===== src/rtl/manchester_decoder.sv =====
// Manchester line receiver: half-bit phase hunt, sync-byte alignment, byte output.
// Define MANCHESTER_DEC_SYNC2_EN to pass line_in through a two-flop synchronizer first.
module manchester_decoder #(
    parameter logic [7:0]  SYNC_BYTE      = 8'hA5,
    parameter int unsigned LOCK_PAIRS     = 4,
    parameter int unsigned SEARCH_TIMEOUT = 64
) (
    input  logic       clk,
    input  logic       rst_n,
    input  logic       line_in,
    input  logic       decode_mode,
    output logic [7:0] data_out,
    output logic       data_valid,
    output logic       locked,
    output logic       code_err
);

    typedef enum logic [1:0] {
        ST_HUNT,
        ST_SEARCH,
        ST_LOCKED
    } state_e;

    localparam logic [3:0] LOCK_LIM = 4'(LOCK_PAIRS);
    localparam logic [8:0] TMO_LIM  = 9'(SEARCH_TIMEOUT);

    state_e     state_q, state_d;
    logic       phase_q, phase_d;
    logic       first_q, first_d;
    logic [7:0] shift_q, shift_d;
    logic [3:0] pair_cnt_q, pair_cnt_d;
    logic [7:0] tmo_cnt_q, tmo_cnt_d;
    logic [2:0] bit_cnt_q, bit_cnt_d;
    logic [7:0] data_q, data_d;
    logic       valid_q, valid_d;
    logic       locked_q, locked_d;
    logic       err_q, err_d;

    logic       line_s;
    logic       pair_ok;
    logic       dec_bit;
    logic       slip;
    logic [7:0] shifted;
    logic [8:0] tmo_next;
    logic [3:0] pair_next;

`ifdef MANCHESTER_DEC_SYNC2_EN
    logic sync1_q, sync2_q;

    always_ff @(posedge clk) begin
        if (!rst_n) begin
            sync1_q <= 1'b0;
            sync2_q <= 1'b0;
        end else begin
            sync1_q <= line_in;
            sync2_q <= sync1_q;
        end
    end

    assign line_s = sync2_q;
`else
    assign line_s = line_in;
`endif

    assign pair_ok   = first_q ^ line_s;
    assign dec_bit   = first_q ^ decode_mode;
    assign shifted   = {dec_bit, shift_q[7:1]};
    assign tmo_next  = {1'b0, tmo_cnt_q} + 9'd1;
    assign pair_next = (pair_cnt_q == 4'hF) ? pair_cnt_q : pair_cnt_q + 4'd1;

    // NOTE: every signal gets a default before any branch, so no path leaves one unassigned and no latch is inferred.
    always_comb begin
        state_d    = state_q;
        phase_d    = phase_q;
        first_d    = first_q;
        shift_d    = shift_q;
        pair_cnt_d = pair_cnt_q;
        tmo_cnt_d  = tmo_cnt_q;
        bit_cnt_d  = bit_cnt_q;
        data_d     = data_q;
        valid_d    = 1'b0;
        err_d      = 1'b0;
        slip       = 1'b0;

        if (!phase_q) begin
            first_d = line_s;
            phase_d = 1'b1;
        end else begin
            phase_d = 1'b0;
            unique case (state_q)
                ST_HUNT: begin
                    if (pair_ok) begin
                        pair_cnt_d = pair_next;
                        if (pair_next >= LOCK_LIM) begin
                            state_d    = ST_SEARCH;
                            tmo_cnt_d  = 8'd0;
                            pair_cnt_d = 4'd0;
                        end
                    end else begin
                        slip = 1'b1;
                    end
                end
                ST_SEARCH: begin
                    if (pair_ok) begin
                        shift_d   = shifted;
                        tmo_cnt_d = tmo_next[7:0];
                        // A match wins over a timeout reached on the same pair.
                        if (shifted == SYNC_BYTE) begin
                            state_d   = ST_LOCKED;
                            bit_cnt_d = 3'd0;
                        end else if (tmo_next >= TMO_LIM) begin
                            slip = 1'b1;
                        end
                    end else begin
                        err_d = 1'b1;
                        slip  = 1'b1;
                    end
                end
                ST_LOCKED: begin
                    if (pair_ok) begin
                        shift_d   = shifted;
                        bit_cnt_d = bit_cnt_q + 3'd1;
                        if (bit_cnt_q == 3'd7) begin
                            data_d  = shifted;
                            valid_d = 1'b1;
                        end
                    end else begin
                        err_d = 1'b1;
                        slip  = 1'b1;
                    end
                end
                default: slip = 1'b1;
            endcase

            // Slip: the current half becomes the new first half, moving the pair boundary by one clock.
            if (slip) begin
                state_d    = ST_HUNT;
                pair_cnt_d = 4'd0;
                first_d    = line_s;
                phase_d    = 1'b1;
            end
        end
    end

    assign locked_d = (state_d == ST_LOCKED);

    // NOTE: state registers use non-blocking assignments so every flop samples pre-edge values.
    always_ff @(posedge clk) begin
        if (!rst_n) begin
            state_q    <= ST_HUNT;
            phase_q    <= 1'b0;
            first_q    <= 1'b0;
            shift_q    <= 8'd0;
            pair_cnt_q <= 4'd0;
            tmo_cnt_q  <= 8'd0;
            bit_cnt_q  <= 3'd0;
            data_q     <= 8'd0;
            valid_q    <= 1'b0;
            locked_q   <= 1'b0;
            err_q      <= 1'b0;
        end else begin
            state_q    <= state_d;
            phase_q    <= phase_d;
            first_q    <= first_d;
            shift_q    <= shift_d;
            pair_cnt_q <= pair_cnt_d;
            tmo_cnt_q  <= tmo_cnt_d;
            bit_cnt_q  <= bit_cnt_d;
            data_q     <= data_d;
            valid_q    <= valid_d;
            locked_q   <= locked_d;
            err_q      <= err_d;
        end
    end

    assign data_out   = data_q;
    assign data_valid = valid_q;
    assign locked     = locked_q;
    assign code_err   = err_q;

endmodule


===== config.mk =====
export PLATFORM = sky130hd
export DESIGN_NAME = manchester_decoder
export DESIGN_NICKNAME = d
export VERILOG_FILES = /design/src/rtl/manchester_decoder.sv
export SDC_FILE = /design/constraint.sdc
export NUM_CORES = 1
export LEC_CHECK = 0
export BUFFER_PORTS_ARGS = -buffer_cell sky130_fd_sc_hd__buf_2
export CAP_MARGIN = 20
export CORE_UTILIZATION = 54
export CTS_CLUSTER_DIAMETER = 60
export DETAILED_ROUTE_END_ITERATION = 8
export MAX_ROUTING_LAYER = met4
export PLACE_DENSITY_LB_ADDON = 0.1
export RECOVER_POWER = 50
export SLEW_MARGIN = 20
export SYNTH_ARGS = -nofsm -noshare
export SYNTH_HDL_FRONTEND = slang
export SYNTH_SLANG_ARGS = --single-unit

===== constraint.sdc =====
create_clock -name clk -period 2.55 [get_ports clk]
set_input_delay 0.51 -clock clk [delete_from_list [all_inputs] [get_ports clk]]
set_output_delay 0.51 -clock clk [all_outputs]
set_load 0.005 [all_outputs]

-- Word-level counts from Yosys, hierarchy flattened
Cells that the tools add are included.
Widths: inputs -> output; s select.
- flip-flop bits (word level): 38
- bits in latches: 0
- RAM bits: 0
- bits in read-only memories: 0
- input port bits: 4
- output and inout port bits: 11
- memories kept: 0
- add/subtract/negate cells: 3
- multiply operators: 0
- divide/modulo/power cells: 0
- $lt $le $gt $ge: 2
- equality and inequality tests: 12
- shift operators: 0
- multiplexer cells: 31
- bitwise gates (word level): 2
- reductions and logical operators: 14
- operators with widths (operator ; count):
    $mux 8 ; 3
    $mux 4 ; 5
    $pmux 8 s2 ; 1
    $mux 2 ; 6
    $mux 1 ; 10
    $ne 2x2->1 const B ; 5
    $reduce_and 5->1 ; 2
    $add 8x1->9 const B ; 1
    $ge 9x7->1 const B ; 1
    $mux 3 ; 3
    $reduce_and 3->1 ; 3
    $eq 8x8->1 const B ; 1
    $reduce_and 4->1 ; 2
    $reduce_bool 2->1 ; 4
    $pmux 3 s2 ; 1
    $add 4x1->4 const B ; 1
    $eq 2x2->1 const B ; 2
    $eq 4x4->1 const B ; 1
    $ge 4x3->1 const B ; 1
    $pmux 2 s2 ; 1
    $reduce_or 2->1 ; 2
    $add 3x1->3 const B ; 1
    $eq 3x3->1 const B ; 1
    $eq 2x1->1 const B ; 1
    4 further kinds ; 5

-- Depth between registers and ports, before layout
Gate-level depths: netlist (run 1).
- depth in word-level cells: 10
- mapped depth: 9
- gate-level depth less buffers: 8

-- Worst setup path after synthesis (run 1)
No wires, ideal clock.
- path type: register to register
- start: register pair_cnt_q[0]
- end: register tmo_cnt_q[5]
- library setup time: 74 ps
- arrival time: 1887 ps
- required time: 2476 ps
- slack: 588 ps
- cell stages (with the launch flop): 8
- path buffers: 0
- period minus slack after synthesis: 1962 ps
- path through: dfxtp_1 > ha_1 > and2_1 > a21oi_1 > o311ai_4 > or2_4 > or4_1 > o21ai_0
- word-level cells in the longest chain between the ends: 5
- elaborated cells on any way between the ends: 6
- those cells by class: 1 x add/sub; 1 x order compare; 2 x eq/ne; 1 x mux; 1 x reduce/logical
- ends and longest elaborated chain (item ; RTL line ; source):
    start, declared ; 31 ; logic [3:0] pair_cnt_q, pair_cnt_d;
    start signal, assigned ; 166 ; pair_cnt_q <= pair_cnt_d;
    $add 4x1->4 or $eq 4x4->1 (tied branches) ; 69 ; assign pair_next = (pair_cnt_q == 4'hF) ? pair_cnt_q : pair_cnt_q + 4'd1;
    $mux 4 (*) ; 69 ;
    $ge 4x3->1 (*) ; 94 ; if (pair_next >= LOCK_LIM) begin
    $ne 2x2->1 (no source line) (*) ; n/a ;
    $reduce_and 5->1 (no source line) (*) ; n/a ;
    end signal, assigned ; 167 ; tmo_cnt_q <= tmo_cnt_d;
    end, declared ; 32 ; logic [7:0] tmo_cnt_q, tmo_cnt_d;
Mark *: on every way between the ends. The rest lies on a longest branch, timed or not.
A chain may end at the register's enable or synchronous reset.

-- Final worst setup path (run 1)
- start: register shift_q[1]
- end: register locked_q (netlist: locked)
- word-level cells in the longest chain between the ends: 8
- elaborated cells on any way between the ends: 11
- those cells by class: 2 x eq/ne; 9 x mux
- ends and longest elaborated chain (item ; RTL line ; source):
    start, declared ; 30 ; logic [7:0] shift_q, shift_d;
    start signal, assigned ; 165 ; shift_q <= shift_d;
    $eq 8x8->1 (*) ; 108 ; if (shifted == SYNC_BYTE) begin
    $mux 1 ; 108 ;
    $mux 1 ; 104 ; if (pair_ok) begin
    $pmux 1 s2 ; 90 ; unique case (state_q)
    $mux 1 ; 85 ; if (!phase_q) begin
    $mux 2 (*) ; 136 ; if (slip) begin
    $mux 2 (*) ; 85 ;
    $eq 2x2->1 (*) ; 145 ; assign locked_d = (state_d == ST_LOCKED);
    end signal, assigned ; 171 ; locked_q <= locked_d;
    end, declared ; 36 ; logic locked_q, locked_d;
Mark *: on every way between the ends. The rest lies on a longest branch, timed or not. The select of a mux whose other input is x is not followed.

==> results of run 1 <==
## kinds of logic after synthesis
| group | Yosys count | share of synthesized area, % |
|---|---|---|
| compound gates | 37 | 15.4 |
| flops | 37 | 41.8 |
| fa+ha+maj | 8 | 5.65 |
| buf+inv | 15 | 4.45 |
| simple gates | 80 | 23.3 |
| mux | 14 | 7.91 |
| xor+xnor | 3 | 1.48 |
## final cells by class
type,count,share of cell area (%)
Clock buffer,5,1.98
Clock inverter,3,0.922
Inverter,7,1.38
Multi-Input combinational cell,142,49.1
Sequential cell,37,39.0
Tap cell,44,2.90
Timing Repair Buffer,17,4.68
## power by group
part	switching, uW	total [uW]	internal, uW
Sequential	5.34	587	582
Combinational	33.6	48.3	14.7
Clock	199	303	104
Total	238	938	700
## Yosys cell counts, drive strengths merged (2+ instances only)
library cell   n  area (um^2)
a31oi          2         27.5
nand3          8         40.0
clkbuf         5         28.8
buf            3         23.8
ha             8          100
or3            2         12.5
nor2          30          113
nor4           2         12.5
nor2b          2         12.5
a21oi         12         60.1
nand2b         3         18.8
o21a           2         15.0
or2            2         15.0
and2           3         20.0
or4            3         26.3
and3           6         40.0
dfxtp         37          741
inv            7         26.3
nand2         12         45.0
o22ai          2         12.5
xnor2          2         17.5
o21ai          6         30.0
nand3b         3         22.5
mux2i         14          140
o31ai          4         30.0
## placed cells by master (no fill, tap or decap), types with 2 or more instances in the layout
master	count
inv_1	7
nand2_1	12
nor2_1	30
or4_1	2
buf_4	3
o21a_1	2
nand3b_1	3
nand2b_1	3
and2_1	2
or3_1	2
a21oi_1	12
xnor2_1	2
and3_1	5
a31oi_1	2
o22ai_1	2
mux2i_1	14
ha_1	8
nor2b_1	2
dfxtp_1	37
nand3_1	8
nor4_1	2
clkbuf_1	3
clkinv_2	2
clkbuf_4	5
o21ai_0	6
buf_2	11
o31ai_1	4
## metrics by stage
stage                     cell area [um^2]  power, uW  hold WS, ns  util, %  cells
after global routing                  1900        985        0.428     61.7    255
after CTS                             1920        950        0.442     62.4    255
after floorplan                       1770        640        0.444        -    194
after detailed placement              1870        651        0.468     60.6    247
final                                 1900        938        0.454     61.7    255
after global placement                1870        650        0.458     60.6    247
## routing by layer
layer,part of all wire [%],GRT usage [%]
met1,47,26.1
met5,0,-
met3,3.7,7.21
met2,48,35.2
met4,1.4,8.50
## flip-flops by register name, summed over array words and instances, names as in the netlist, 2 cells and up
register	flops
data_out	8
tmo_cnt_q	8
shift_q	7
pair_cnt_q	4
bit_cnt_q	3
state_q	2
## worst register-to-register path: cells and delay by family (launching register included)
kind | cells | cell delay [ns]
AOI/OAI and AO/OA | 2 | 0.69
DFF | 1 | 0.38
and+or+nand+nor | 3 | 1.11
## worst paths after layout
path	slack (ns)	startpoint	depth (start not counted)	end
min	0.45	line_in	3	first_q
min reg2reg	0.48	bit_cnt_q[2]	2	bit_cnt_q[2]
max	0.29	shift_q[1]	5	locked
max reg2reg	0.29	shift_q[1]	5	locked
==> results.json, run 1 <==
{
  "status": "completed",
  "drv_cap": 0,
  "die_width_um": 59.3,
  "drt_pass1_iterations": 4,
  "ys_ff_latch": 37,
  "peakVddDrop_uv": 373,
  "totalWireLength_mm": 3.38,
  "yosys_warnings": 0,
  "synth_cell_types": 47,
  "path_delay_family": "simple AND/OR/NAND/NOR gates",
  "setup_viol": 0,
  "row_count": 20,
  "multi_input_area_um2": 933,
  "antennaDiodeCount": 0,
  "max_stage_delay_ns": 0.49,
  "fmax_mhz": 443,
  "critPathArrivalTime_ns": 2.52,
  "power_density_nw_per_um2": 494,
  "fin_crit_ns": 2.26,
  "htreeDepth": 2,
  "cts_tree": "built",
  "cts_setup_buffers": 0,
  "grt_usage_pct": 22.2,
  "cp.buffers_inverters": 0,
  "io-pin-count": 15,
  "synth.yosys.seq_area_share_pct": 41.8,
  "clock_skew_ns": 0.00841,
  "path_cells": "or3b_2, or4_4, a31oi_1, a32oi_1, and2_1",
  "path_clk_slew_ns": 0.11,
  "area_delta_synth_final_pct": 7.28,
  "fin_ws_ns": 0.290,
  "die_area_um2": 3510,
  "critPathMaxFanout": 5,
  "drt_iter0_drc": 54,
  "drv_slew": 0,
  "timing.final.crit_share_pct": 88.6,
  "cts_buffer_depth": 2,
  "clk_latency_ns": 0.35,
  "rsz0062_at_grt": "false",
  "place_hpwl_mm": 2.49,
  "synthesis.nets": 206,
  "synth-edff-count": 0,
  "cts-root-buf": "clkbuf_4",
  "worst-slew-pin-transition_ns": 0.551,
  "initial_core_util_pct": 57.5,
  "async_flop_share_pct": 0,
  "viasPerCell": 5.47,
  "place_congestion": 0.923,
  "avgSynthCellArea_um2": 9.13,
  "finalSetupTns_ns": 0,
  "numCtsBuffers": 5,
  "hold_violations": 0,
  "slew_headroom_pct": 63.2,
  "fin_nets": 222,
  "cts_hold_buf": 0,
  "antenna_found_initial": 0,
  "ys.flop_type": "dfxtp_1",
  "syn-cell-area_um2": 1770,
  "dpl_worst_slack_ns": 0.300,
  "seq_area_um2": 741,
  "die_h_um": 59.3,
  "synthCells": 194,
  "wl_per_cell_um": 13.3,
  "grt_overflow": 0,
  "grt_pass1_wl_mm": 5.55,
  "grt_max_degree": 17,
  "crit_type": "reg -> reg",
  "leakage_uw": 0.000784,
  "cp-end-kind": "flip-flop",
  "cts_resized": 0,
  "drc": 0,
  "numPortBuffers": 14,
  "grt_pass1_vias": 1250,
  "core_um2": 3080,
  "final_layout_size_suffix_gt1_share_pct": 14.2,
  "cp-start-kind": "flip-flop",
  "worstHoldPathType": "in -> reg",
  "cp.required_ns": 2.81,
  "vias": 1394,
  "cp_slowest_cell": "or3b_2",
  "ant_nets": 0,
  "cts_sinks": 37,
  "nFillCells": 298
}
No activity file was read; power rests on OpenSTA's default activity.
==> inputs of run 2 (changes only) <==
- CORE_ASPECT_RATIO: default -> 0.75
- PLACE_DENSITY: default -> 0.71
- PLACE_DENSITY_LB_ADDON: 0.1 -> default
==> results.json, run 2 (synthesis results as in run 1) <==
{
  "die_h_um": 51.6,
  "critPathMaxFanout": 5,
  "final_layout_size_suffix_gt1_share_pct": 10.8,
  "p_clk_share_pct": 37.4,
  "grt_usage_pct": 22.1,
  "fmax_mhz": 451,
  "p_int_uw": 792,
  "leakage_uw": 0.000775,
  "worstHoldPathType": "reg -> reg",
  "swShare_pct": 21.9,
  "grt_overflow": 0,
  "vias": 1414,
  "path_clk_slew_ns": 0.07,
  "cts_setup_buffers": 0,
  "clk_latency_ns": 0.28,
  "place_congestion": 0.838,
  "row_count": 17,
  "cts_hold_buf": 0,
  "clock_skew_ns": 0.00580,
  "drt_iter0_drc": 75,
  "fin_ws_ns": 0.331,
  "nFillCells": 264,
  "cts_buffer_depth": 2,
  "io-pin-count": 15,
  "pwr-share-seq_pct": 57.9,
  "power_frac_comb_pct": 4.7,
  "cts_tree": "built",
  "grt_max_degree": 19,
  "wl_per_cell_um": 13.7,
  "layout_common_cells": "dfxtp_1, nor2_1, mux2i_1",
  "setup_viol": 0,
  "final_common_cell": "dfxtp_1",
  "critPathArrivalTime_ns": 2.40,
  "numPortBuffers": 14,
  "ant_nets": 0,
  "cts-root-buf": "clkbuf_8",
  "totalWireLength_mm": 3.42,
  "viasPerCell": 5.66,
  "finalSetupTns_ns": 0,
  "grt_pass1_wl_mm": 5.53,
  "drv_slew": 0,
  "htreeDepth": 2,
  "area_delta_synth_final_pct": 7.77,
  "drt_pass1_iterations": 4,
  "cp-start-kind": "flip-flop",
  "power_density_nw_per_um2": 532,
  "hold_violations": 0,
  "cts_resized": 0,
  "cts_sinks": 37,
  "fin_util_pct": 63.2,
  "die_area_um2": 3510,
  "antenna_found_initial": 0,
  "slew_headroom_pct": 53.9,
  "crit_type": "reg -> reg",
  "timing.final.crit_share_pct": 87.0,
  "grt_pass1_vias": 1237,
  "netSwitchingPower_uw": 222,
  "dpl_worst_slack_ns": 0.365,
  "die_width_um": 68.1,
  "drc": 0,
  "core_um2": 3020,
  "cp.required_ns": 2.73,
  "rsz0062_at_grt": "false",
  "peakVddDrop_uv": 318,
  "place_hpwl_mm": 2.52,
  "numCtsBuffers": 5,
  "drv_cap": 0,
  "initial_core_util_pct": 58.6,
  "worst-slew-pin-transition_ns": 0.691,
  "status": "completed",
  "fin_crit_ns": 2.22,
  "fin_nets": 223,
  "cp-end-kind": "flip-flop",
  "antennaDiodeCount": 0
}
==> run 2: cell count changes in the layout (fill, tap and decap cells not counted), sizes merged <==
cell,previous run,this run
buf,14,10
clkbuf,8,16
clkinv,2,0
clkinvlp,1,0
==> run 2: critical path, cell delays in order (launching register included) <==
cell and delay, ns:
dfxtp_1 0.35, or3b_2 0.48, or4_4 0.45, a31oi_1 0.44, a32oi_1 0.21, and2_1 0.18
==> run 2: layout make-up <==
type,count,area [um^2],area share [%]
multi-input combinational,142,923,48.4
sequential,37,741,38.8
timing repair buffer,18,90.1,4.72
clock buffer,8,80.1,4.20
tap,38,47.5,2.49
inverter,7,26.3,1.38
==> run 2: worst paths after layout <==
path | startpoint | endpoint | slack (ns) | cells after the start
max | shift_q[1] | locked | 0.33 | 5
min | bit_cnt_q[1] | bit_cnt_q[1] | 0.48 | 2
max reg2reg | shift_q[1] | locked | 0.33 | 5
min reg2reg | bit_cnt_q[1] | bit_cnt_q[1] | 0.48 | 2
==> run 2: through the flow <==
stage          hold slack, ns  instance area [um^2]  std cells  total power [uW]
2_1_floorplan           0.444                  1770        194               640
3_3_place_gp            0.459                  1870        242               651
3_5_place_dp            0.477                  1870        242               652
4_1_cts                 0.487                  1950        250              1030
5_1_grt                 0.509                  1910        250              1060
6_report                0.482                  1910        250              1010
==> run 2: metal layers <==
metal / vias to the layer above / GRT usage (%) / part of all wire [%]
met3: 2 / 5.92 / 4.0
met4: 0 / 9.38 / 0.53
met1: 666 / 30.3 / 53
met5: - / - / 0
met2: 31 / 30.4 / 43
li1: 715 / - / -
==> run 2: power groups by stage <==
stage	Sequential (uW)	Clock, uW	Combinational (uW)
floorplan	599	0	41.3
global placement	600	0	51.4
detailed placement	600	0	52.0
CTS	587	395	52.1
global route	587	418	53.7
finish	587	380	47.9
